[src/rtl/dmem_arb_pkg.sv]
// dmem_arb_pkg: shared types, sizes and access-legality check for the data-memory arbiter
package dmem_arb_pkg;

    typedef enum logic {IDLE, BURST} state_e;

    localparam int unsigned WORD_BYTES    = 4;
    localparam int unsigned MEM_LAST_BYTE = 500;
    localparam int unsigned MAX_BURST     = 16;

    function automatic logic acc_legal(input logic [31:0] addr, input int unsigned words,
                                       input int unsigned last_byte);
        logic [32:0] end_x;
        end_x = {1'b0, addr} + 33'(words * WORD_BYTES);
        return (addr[1:0] == 2'b00) && (end_x <= 33'(last_byte) + 33'd1);
    endfunction

endpackage

[src/rtl/dmem_arbiter_rr_arb2.sv]
// rr_arb2: two-way round-robin arbiter; last winner loses the next tie, port 0 wins the first
module rr_arb2 (
    input  logic       clk,
    input  logic       rst,
    input  logic [1:0] req,
    input  logic       update,
    input  logic       upd_win,
    output logic [1:0] gnt
);

    logic last_q, last_d;

    always_comb begin
        gnt    = (req == 2'b11) ? (last_q ? 2'b01 : 2'b10) : req;
        last_d = update ? upd_win : last_q;
    end

    always_ff @(posedge clk) begin
        if (!rst) last_q <= 1'b1;
        else      last_q <= last_d;
    end

endmodule

[src/rtl/dmem_arbiter.sv]
// dmem_arbiter: round-robin arbiter and burst sequencer for the CPU and DNN data-memory ports
module dmem_arbiter
    import dmem_arb_pkg::state_e, dmem_arb_pkg::IDLE, dmem_arb_pkg::BURST,
           dmem_arb_pkg::WORD_BYTES, dmem_arb_pkg::acc_legal;
#(
    parameter int unsigned MEM_LAST_BYTE = dmem_arb_pkg::MEM_LAST_BYTE,
    parameter int unsigned MAX_BURST     = dmem_arb_pkg::MAX_BURST,
    parameter int unsigned LEN_W         = 5
) (
    input  logic             clk,
    input  logic             rst,
    input  logic             m0_req,
    input  logic             m0_we,
    input  logic [31:0]      m0_addr,
    input  logic [31:0]      m0_wdata,
    output logic             m0_gnt,
    output logic             m0_ack,
    output logic [31:0]      m0_rdata,
    output logic             m0_err,
    input  logic             m1_req,
    input  logic             m1_we,
    input  logic [31:0]      m1_addr,
    input  logic [LEN_W-1:0] m1_len,
    input  logic [31:0]      m1_wdata,
    output logic             m1_gnt,
    output logic             m1_ack,
    output logic [31:0]      m1_rdata,
    output logic             m1_err,
    output logic             m1_done,
    output logic [31:0]      mem_addr,
    output logic [31:0]      mem_wdata,
    output logic             mem_we,
    input  logic [31:0]      mem_rdata
);

    state_e           state_q, state_d;
    logic [LEN_W-1:0] cnt_q, cnt_d;
    logic [31:0]      baddr_q, baddr_d;
    logic             bwe_q, bwe_d;
    logic             m0_ack_q, m0_ack_d, m0_err_q, m0_err_d;
    logic [31:0]      m0_rdata_q, m0_rdata_d;
    logic             m1_ack_q, m1_ack_d, m1_err_q, m1_err_d, m1_done_q, m1_done_d;
    logic [31:0]      m1_rdata_q, m1_rdata_d;

    logic [1:0]       arb_req, arb_gnt;
    logic             arb_upd, arb_win;
    logic [LEN_W-1:0] len_eff;
    logic             m0_ok, m1_ok, idle, g0, g1, last_beat, start_burst;

    rr_arb2 u_arb (
        .clk     (clk),
        .rst     (rst),
        .req     (arb_req),
        .update  (arb_upd),
        .upd_win (arb_win),
        .gnt     (arb_gnt)
    );

    always_comb begin
        len_eff     = (m1_len == '0) ? LEN_W'(1) : m1_len;
        m0_ok       = acc_legal(m0_addr, 1, MEM_LAST_BYTE);
        m1_ok       = (32'(len_eff) <= MAX_BURST) && acc_legal(m1_addr, 32'(len_eff), MEM_LAST_BYTE);
        idle        = (state_q == IDLE);
        arb_req     = idle ? {m1_req, m0_req} : 2'b00;
        g0          = rst && idle && arb_gnt[0];
        g1          = rst && idle && arb_gnt[1];
        last_beat   = !idle && (cnt_q == LEN_W'(1));
        start_burst = g1 && m1_ok && (len_eff != LEN_W'(1));
        // A finished burst hands the next tie to port 0, which was stalled throughout
        arb_upd     = (idle && m0_req && m1_req) || last_beat;
        arb_win     = last_beat ? 1'b1 : arb_gnt[1];
        m0_gnt      = g0;
        m1_gnt      = g1 || (rst && !idle);
        mem_addr    = !idle ? baddr_q : (g1 ? m1_addr : m0_addr);
        mem_wdata   = (!idle || g1) ? m1_wdata : m0_wdata;
        mem_we      = rst && (!idle ? bwe_q : (g1 ? (m1_we && m1_ok) : (g0 && m0_we && m0_ok)));
        state_d     = start_burst ? BURST : (last_beat ? IDLE : state_q);
        cnt_d       = start_burst ? len_eff - LEN_W'(1) : (!idle ? cnt_q - LEN_W'(1) : cnt_q);
        baddr_d     = start_burst ? m1_addr + 32'(WORD_BYTES) : (!idle ? baddr_q + 32'(WORD_BYTES) : baddr_q);
        bwe_d       = start_burst ? m1_we : bwe_q;
        m0_ack_d    = g0;
        m0_err_d    = g0 && !m0_ok;
        m0_rdata_d  = (g0 && !m0_we && m0_ok) ? mem_rdata : m0_rdata_q;
        m1_ack_d    = m1_gnt;
        m1_err_d    = g1 && !m1_ok;
        m1_done_d   = (g1 && (!m1_ok || len_eff == LEN_W'(1))) || (rst && last_beat);
        m1_rdata_d  = ((g1 && !m1_we && m1_ok) || (rst && !idle && !bwe_q)) ? mem_rdata : m1_rdata_q;
    end

    always_ff @(posedge clk) begin
        if (!rst) begin
            state_q    <= IDLE;
            cnt_q      <= '0;
            baddr_q    <= '0;
            bwe_q      <= 1'b0;
            m0_ack_q   <= 1'b0;
            m0_err_q   <= 1'b0;
            m0_rdata_q <= '0;
            m1_ack_q   <= 1'b0;
            m1_err_q   <= 1'b0;
            m1_done_q  <= 1'b0;
            m1_rdata_q <= '0;
        end else begin
            state_q    <= state_d;
            cnt_q      <= cnt_d;
            baddr_q    <= baddr_d;
            bwe_q      <= bwe_d;
            m0_ack_q   <= m0_ack_d;
            m0_err_q   <= m0_err_d;
            m0_rdata_q <= m0_rdata_d;
            m1_ack_q   <= m1_ack_d;
            m1_err_q   <= m1_err_d;
            m1_done_q  <= m1_done_d;
            m1_rdata_q <= m1_rdata_d;
        end
    end

    assign m0_ack   = m0_ack_q;
    assign m0_err   = m0_err_q;
    assign m0_rdata = m0_rdata_q;
    assign m1_ack   = m1_ack_q;
    assign m1_err   = m1_err_q;
    assign m1_done  = m1_done_q;
    assign m1_rdata = m1_rdata_q;

endmodule

[config.mk]
export PLATFORM = sky130hd
export DESIGN_NAME = dmem_arbiter
export DESIGN_NICKNAME = d
export VERILOG_FILES = /design/src/rtl/dmem_arb_pkg.sv /design/src/rtl/dmem_arbiter_rr_arb2.sv /design/src/rtl/dmem_arbiter.sv
export SDC_FILE = /design/constraint.sdc
export NUM_CORES = 1
export LEC_CHECK = 0
export CELL_PAD_IN_SITES_DETAIL_PLACEMENT = 1
export CELL_PAD_IN_SITES_GLOBAL_PLACEMENT = 1
export CORE_AREA = 2 2 143 159
export CTS_CLUSTER_DIAMETER = 80
export DETAILED_ROUTE_END_ITERATION = 7
export DIE_AREA = 0 0 145 161
export PLACE_DENSITY_LB_ADDON = 0.1
export SYNTH_ARGS = -nofsm -noshare
export SYNTH_HDL_FRONTEND = slang
export SYNTH_SLANG_ARGS = --single-unit
[constraint.sdc]
create_clock -name clk -period 9.4 [get_ports clk]
set_clock_uncertainty 0.05 [all_clocks]
set_input_delay 1.41 -clock clk [delete_from_list [all_inputs] [get_ports clk]]
set_output_delay 1.41 -clock clk [all_outputs]
set_load 0.01 [all_outputs]
Word-level counts from Yosys, hierarchy flattened

Index checks and enable logic that the tools add are counted.
Widths: inputs -> output; s select.

Output and inout bits: 136
Register bits: 109
Input bits: 171

Bitwise operators: 1
Eq/ne operators: 4
Add/sub/neg operators: 6
Order comparisons: 3
Multiplexer cells: 16
Reductions and logical operators: 41

Operator list:

| kind                  | count |
|---|---|
| $mux 32               | 5 |
| $le 33x9->1 const B   | 2 |
| $add 32x3->32 const B | 2 |
| $add 32x3->33 const B | 1 |
| $add 32x7->33         | 1 |
| $logic_and 1x1->1     | 25 |
| $mux 5                | 3 |
| $eq 5x1->1 const B    | 2 |
| $sub 5x1->5 const B   | 2 |
| $logic_or 1x1->1      | 6 |
| $mux 2                | 3 |
| $le 5x5->1 const B    | 1 |
| $logic_not 1->1       | 5 |
| $logic_not 5->1       | 1 |
| $mux 1                | 5 |
| $ne 5x1->1 const B    | 1 |
| $logic_not 2->1       | 2 |
| $reduce_bool 2->1     | 2 |
| $eq 2x2->1 const B    | 1 |
| $not 1->1             | 1 |

Longest topological paths before layout

Gate-level depths: netlist of run 1.

Depth after elaboration: 10
Gate-level depth with buffers: 23

Hierarchy

A second synthesis of run 1 with hierarchy kept.

Cell total of the unflattened synthesis: 904
Area total of the unflattened synthesis: 7,211.9 um2

Modules (own cells, without submodules):

| module       | sequential area each (um2) | instances | cells each | area each (um2) |
|---|---|---|---|---|
| dmem_arbiter | 2,162.1                    | 1         | 898        | 7,156.9 |
| rr_arb2      | 20.0                       | 1         | 6          | 55.1 |

Worst setup path before layout of run 1

OpenSTA, ideal clock, no wires.

Path type: input to register
Start: input port m1_len[2]
End: register baddr_q[24]
Library setup time: 0.116 ns
Arrival: 5.654 ns
Slack: 3.580 ns
Data required time: 9.234 ns
Stages on the path: 23
Buffers on the path: 2
Path through: nor3_1 -> a21oi_1 -> inv_1 -> ha_1 -> inv_1 -> fa_1 -> nand2b_1 -> a21oi_1 -> o2111ai_1 -> nor3b_1 -> o32a_1 -> and4b_1 -> clkbuf_1 -> nand2_1 -> o21ai_0 -> ha_1 -> nand2_1 -> nor3_1 -> and3_1 -> clkbuf_1 -> nand2_1 -> xnor2_1 -> and3_1

Longest elaborated chain between the ends: 9

RTL lines:

| element                                             | RTL line            | source |
|---|---|---|
| from (decl)                                         | dmem_arbiter.sv:23  | `input logic [LEN_W-1:0] m1_len,` |
| $logic_not 5->1                                     | dmem_arbiter.sv:60  | `len_eff = (m1_len == '0) ? LEN_W'(1) : m1_len;` |
| $mux 5 (*)                                          | dmem_arbiter.sv:60  |  |
| $add 32x7->33                                       | dmem_arb_pkg.sv:13  | `end_x = {1'b0, addr} + 33'(words * WORD_BYTES);` |
| $le 33x9->1                                         | dmem_arb_pkg.sv:14  | `return (addr[1:0] == 2'b00) && (end_x <= 33'(last_byte) + 33'd1);` |
| $logic_and 1x1->1                                   | dmem_arb_pkg.sv:14  |  |
| $logic_and 1x1->1                                   | dmem_arbiter.sv:62  | `m1_ok = (32'(len_eff) <= MAX_BURST) && acc_legal(m1_addr, 32'(len_eff), MEM_LAST_BYTE);` |
| $logic_and 1x1->1                                   | dmem_arbiter.sv:68  | `start_burst = g1 && m1_ok && (len_eff != LEN_W'(1));` |
| $logic_and 1x1->1 (*)                               | dmem_arbiter.sv:68  |  |
| $mux 32 / $reduce_bool 2->1 (equally long branches) | n/a                 |  |
| to (signal assigned)                                | dmem_arbiter.sv:106 | `baddr_q <= baddr_d;` |
| to (decl)                                           | dmem_arbiter.sv:38  | `logic [31:0] baddr_q, baddr_d;` |

Every way passes the cells marked *; elsewhere a longest branch is shown, timed or not.
A chain may end at the register's enable or synchronous reset.

Worst setup path in the final report of run 1

Start: input port m1_len[2]
End: output port mem_we

Longest elaborated chain between the ends: 10

RTL lines:

| element                 | RTL line           | source |
|---|---|---|
| $logic_not 5->1         | dmem_arbiter.sv:60 |  |
| $mux 5 (*)              | dmem_arbiter.sv:60 |  |
| $add 32x7->33           | dmem_arb_pkg.sv:13 |  |
| $le 33x9->1             | dmem_arb_pkg.sv:14 |  |
| $logic_and 1x1->1       | dmem_arb_pkg.sv:14 |  |
| $logic_and 1x1->1 (*)   | dmem_arbiter.sv:62 |  |
| $logic_and 1x1->1 (*)   | dmem_arbiter.sv:76 | `mem_we = rst && (!idle ? bwe_q : (g1 ? (m1_we && m1_ok) : (g0 && m0_we && m0_ok)));` |
| $mux 1 (*) (2 in a row) | dmem_arbiter.sv:76 |  |
| $logic_and 1x1->1 (*)   | dmem_arbiter.sv:76 |  |
| to (decl)               | dmem_arbiter.sv:32 | `output logic mem_we,` |

Marked as above.

==> results of run 1 <==
metrics by stage:
step,cells,instance area [um2],total power [uW]
floorplan,886,7040,570
global placement,1438,10300,731
detailed placement,1438,10300,732
CTS,1454,10600,1140
global route,1455,10600,1180
finish,1455,10600,1130
synthesized netlist by cell type, drive strengths merged, types with 5 or more instances:
master  count  area (um2)
mux2i      69         691
nor2       25        93.8
and3       20         125
xnor2      24         210
mux2       34         383
a211oi     13        97.6
buf        16         110
o21ai      18        90.1
nand4      23         144
or3         5        36.3
a31oi       8        56.3
a21oi      28         140
dfxtp     109        2180
nand3      39         195
inv        20        75.1
and4        8        70.1
clkbuf     40         150
o31ai       5        37.5
nand2     210         788
nor3       29         156
ha         13         163
a22oi      31         233
and2        7        43.8
xor2       32         280
critical path, stage by stage:
cell and delay, ns:
clkdlybuf4s50_1 0.50, nor3_1 0.32, a21oi_1 0.16, inv_1 0.13, ha_1 0.18, inv_1 0.06, fa_1 0.39, nand2b_1 0.16
a21oi_1 0.51, o2111ai_1 0.29, nor3b_1 0.26, o32a_1 0.19, and4b_1 0.81, nand4_1 0.25, o211ai_1 0.17, clkdlybuf4s50_1 0.63
layout make-up:
cell class | count | area share
Sequential cell | 109 | 0.206
Clock buffer | 10 | 0.0225
Multi-Input combinational cell | 700 | 0.428
Antenna cell | 1 | 0.000236
Timing Repair Buffer | 313 | 0.294
Clock inverter | 6 | 0.00720
Inverter | 21 | 0.00744
Tap cell | 295 | 0.0348
worst max-delay path by stage:
stage	end	cells after the start	start	slack, ns
after floorplan	baddr_q[24]	23	m1_len[2]	3.58
after global placement	mem_we	16	m1_len[2]	1.82
after detailed placement	mem_we	16	m1_len[2]	1.52
after CTS	mem_we	16	m1_len[2]	1.51
after global routing	mem_we	16	m1_len[2]	1.10
final	mem_we	16	m1_len[2]	1.49
metal layers:
| layer | GRT usage | up-vias | part of all wire |
|---|---|---|---|
| met1 | 0.300 | 3628 | 0.44 |
| li1 | - | 3679 | - |
| met4 | 0.0639 | 0 | 0.021 |
| met5 | 0 | - | 0 |
| met3 | 0.0384 | 32 | 0.047 |
| met2 | 0.405 | 236 | 0.49 |
power breakdown:
group,internal (uW),total (uW),switching [uW]
logic,140,259,118
clock network,219,413,193
registers,463,463,0.639
total,822,1130,312
cells by family (layout without fill, tap and decap cells):
kind of cell,after synthesis,in the layout,share of synthesized area
adders and majority gates,14,14,0.0259
AOI/OAI and AO/OA,134,134,0.130
DFF,109,109,0.310
buffers and inverters,77,350,0.0481
xor gates and xnor gates,56,56,0.0697
muxes,103,103,0.152
and+or+nand+nor,393,393,0.264
other,0,1,0
flip-flops by register name, summed over array words and instances (netlist names), 5 cells and up:
| register | count |
|---|---|
| m1_rdata | 32 |
| baddr_q | 32 |
| cnt_q | 5 |
| m0_rdata | 32 |
==> results.toml, run 1 <==
[status]
status = "finished clean"

[placed_design]
port_buffers = 306
pre_cts_slack_ns = 1.52
gp_congestion = 0.890
dp_hpwl_um = 21700

[floorplan]
fp.coreArea_um2 = 21800
fp.dieH_um = 161
boundaryPins = 307
dieArea_um2 = 23300
rows = 57
start_util = 0.324
fp.dieW_um = 145

[grt]
grt_overflow = 0
grt_usage = 0.233
grt_pass1_vias = 7623
antenna_found_initial = 1
grt_max_degree = 113
grt_pass1_wl_um = 43400

[synth]
ys_types = 64
syn_area_per_cell_um2 = 7.95
synth_area_um2 = 7040
async_flop_share = 0
synth_edf_count = 0
synth.net_count = 1071
synthCells = 886
yosys_warnings = 0
yosysSeqAreaShare = 0.310
synth-main-ff-cell = "dfxtp_1"
synth.ff_latch_count = 109

[power]
leakage_uw = 0.00411
ir_drop_uv = 85.1
p_per_area_nw_per_um2 = 107

[worst_setup_path]
reg2reg_slack_ns = 4.92
reg2regPathDepth = 16
r2r-end = "baddr_q[28]"
startpoint_type = "input port"
rr_startpoint = "u_arb.last_q"
end_kind = "primary output"
path_max_fanout = 21
worstPathArrival_ns = 6.45
crit_type = "in -> out"
critPathRequiredTime_ns = 7.94

[flow_run]
max-cap-violations = 0

[clock_tree]
clk_transition_reported_paths_ns = 0.08
h-tree-depth = 3
clk_latency_ns = 0.36
cts.sinks = 109
cts_tree = "done"
clock-root-buffer = "clkbuf_16"
post_cts_buffers = 0
cts_resized = 0
cts_hold_buffers = 0
clockBufferDepth = 2
cts_inserted_buffers = 9

[routing]
routed_wl_um = 28200
dr.pass1.iters = 5
drc = 0
drtIter0Drc = 412
vias = 7575
wl_per_cell_um = 19.4
vias_per_cell = 5.21
antenna_left = 0

[layout]
multi_input_area_um2 = 4540
final_common_cell = "clkdlybuf4s50_1"
final_nets = 1339
layout-drive-gt1-share = 0.0569
register_area_um2 = 2180
syn_to_final_growth_pct = 50.6
final_cell_mix = "clkdlybuf4s50_1, nand2_1, dfxtp_1"
post-route-util = 0.487
fillCellCount = 2594

[sta]
rsz0062_at_grt = "no"
timing.hold.ws_ns = 0.410
slew_violations = 0
worst_slack_ns = 1.49
finalCriticalPeriod_ns = 7.91
hold_viol_final = 0
relSlewSlack = 0.252
final.setup.tns_ns = 0
fin_crit_sh = 0.841
max_freq_mhz = 126
setup_viol = 0
worstMarginPinSlew_ns = 1.12

[worst_hold_path]
worstHoldStart = "m0_rdata[15]"
hold_class = "reg -> reg"
min_path_cells = 2
hold_end = "m0_rdata[15]"
No activity file was read; power rests on OpenSTA's default activity.
==> run 2: changes to the inputs <==
CORE_AREA = 2 2 157 175   (was 2 2 143 159)
DIE_AREA = 0 0 159 177   (was 0 0 145 161)
clock period = 6.5 ns   (was 9.4 ns; I/O delays follow)
==> run 2 against run 1 <==
- utilization decreased by 8.3 points
- largest cell class unchanged
- die area rose by 21%
- count of clock-buffer cells in the layout up 1
- clock power up 31%
- flip-flop and latch count stayed put
- first-iteration DRC count fell by 31%
- highest routed layer is now met5
- non-clock buffer count is 7 higher
- hold slack worse by 0.0054 ns
- critical path type unchanged
==> results.toml, run 2 (synthesized netlist as in run 1, its figures left out) <==
[sta]
rsz0062_at_grt = "no"
hold_viol_final = 0
final.setup.tns_ns = 0
worstMarginPinSlew_ns = 1.04
setup_viol = 0
finalCriticalPeriod_ns = 6.08
relSlewSlack = 0.306
fin_crit_sh = 0.936
timing.hold.ws_ns = 0.405
max_freq_mhz = 164
slew_violations = 0

[worst_setup_path]
worstPathArrival_ns = 5.06
end_kind = "primary output"
path_max_fanout = 7
critPathRequiredTime_ns = 5.47
crit_type = "in -> out"
startpoint_type = "input port"

[floorplan]
start_util = 0.266
fp.dieH_um = 177
rows = 63
dieArea_um2 = 28100
boundaryPins = 307
fp.coreArea_um2 = 26500
fp.dieW_um = 159

[clock_tree]
post_cts_buffers = 0
cts_inserted_buffers = 9
clockBufferDepth = 2
cts_resized = 0
h-tree-depth = 3
cts_hold_buffers = 0
clk_transition_reported_paths_ns = 0.07
cts_tree = "done"
clock-root-buffer = "clkbuf_16"
clk_latency_ns = 0.35
cts.sinks = 109

[grt]
antenna_found_initial = 2
grt_pass1_wl_um = 43500
grt_usage = 0.195
grt_max_degree = 89
grt_pass1_vias = 7739
grt_overflow = 0

[placed_design]
gp_congestion = 0.794
port_buffers = 306
dp_hpwl_um = 22600

[routing]
vias_per_cell = 4.93
drtIter0Drc = 285
antenna_left = 0
wl_per_cell_um = 18.4
routed_wl_um = 28100
vias = 7510
dr.pass1.iters = 4
drc = 0

[layout]
layout-drive-gt1-share = 0.0635
fillCellCount = 3205
final_common_cell = "clkdlybuf4s50_1"
final_cell_mix = "clkdlybuf4s50_1, nand2_1, dfxtp_1"
syn_to_final_growth_pct = 52.3
multi_input_area_um2 = 4550
final_nets = 1346
register_area_um2 = 2180

[status]
status = "finished clean"

[power]
p_per_area_nw_per_um2 = 147
ir_drop_uv = 104
leakage_uw = 0.00413

[flow_run]
max-cap-violations = 0

[worst_hold_path]
hold_class = "reg -> reg"
-- run 2: per-layer routing --
metal / up-vias / global-route usage / wire [um]
li1: 3697 / - / -
met1: 3537 / 0.235 / 12100
met2: 252 / 0.343 / 13400
met3: 22 / 0.0534 / 2000
met4: 2 / 0.0492 / 494
met5: - / 0 / 16
-- run 2: worst paths after layout --
check	slack (ns)	from	depth (start not counted)	to
setup reg to reg	2.86	u_arb.last_q	17	baddr_q[16]
hold reg to reg	0.40	m0_rdata[0]	2	m0_rdata[0]
hold / removal	0.40	m0_rdata[0]	2	m0_rdata[0]
setup / recovery	0.42	m1_len[3]	15	mem_we
-- run 2: worst max-delay path, stage by stage --
cell	delay [ns]
clkdlybuf4s50_1	0.48
nor3_1	0.29
a21oi_1	0.16
inv_1	0.12
ha_1	0.17
inv_1	0.05
fa_1	0.39
nand2b_1	0.18
a21oi_2	0.34
o22ai_1	0.15
a2111oi_1	0.55
and2_1	0.31
nand4_1	0.18
o211ai_1	0.14
clkdlybuf4s50_1	0.57
-- run 2: final cells by class --
class | count | share of cell area
Clock buffer | 11 | 0.0226
Tap cell | 357 | 0.0417
Multi-Input combinational cell | 700 | 0.424
Timing Repair Buffer | 320 | 0.296
Sequential cell | 109 | 0.204
Clock inverter | 5 | 0.00397
Antenna cell | 1 | 0.000233
Inverter | 21 | 0.00735
-- run 2: report_power, final --
group | internal [uW] | switching [uW] | total, uW
registers | 669 | 0.853 | 670
clock network | 276 | 263 | 539
logic | 205 | 167 | 372
total | 1150 | 431 | 1580
-- run 2: stage by stage --
| stage | instance area (um2) | instances | setup slack, ns | total power (uW) | utilization |
|---|---|---|---|---|---|
| finish | 10700 | 1524 | 0.416 | 1580 | 0.405 |
| global route | 10700 | 1524 | 0.0721 | 1660 | 0.405 |
| CTS | 10700 | 1523 | 0.0695 | 1610 | 0.405 |
| detailed placement | 10400 | 1507 | 0.0521 | 1060 | 0.394 |
| global placement | 10400 | 1507 | 0.224 | 1060 | 0.394 |
| floorplan | 7040 | 886 | 1.12 | 824 | - |
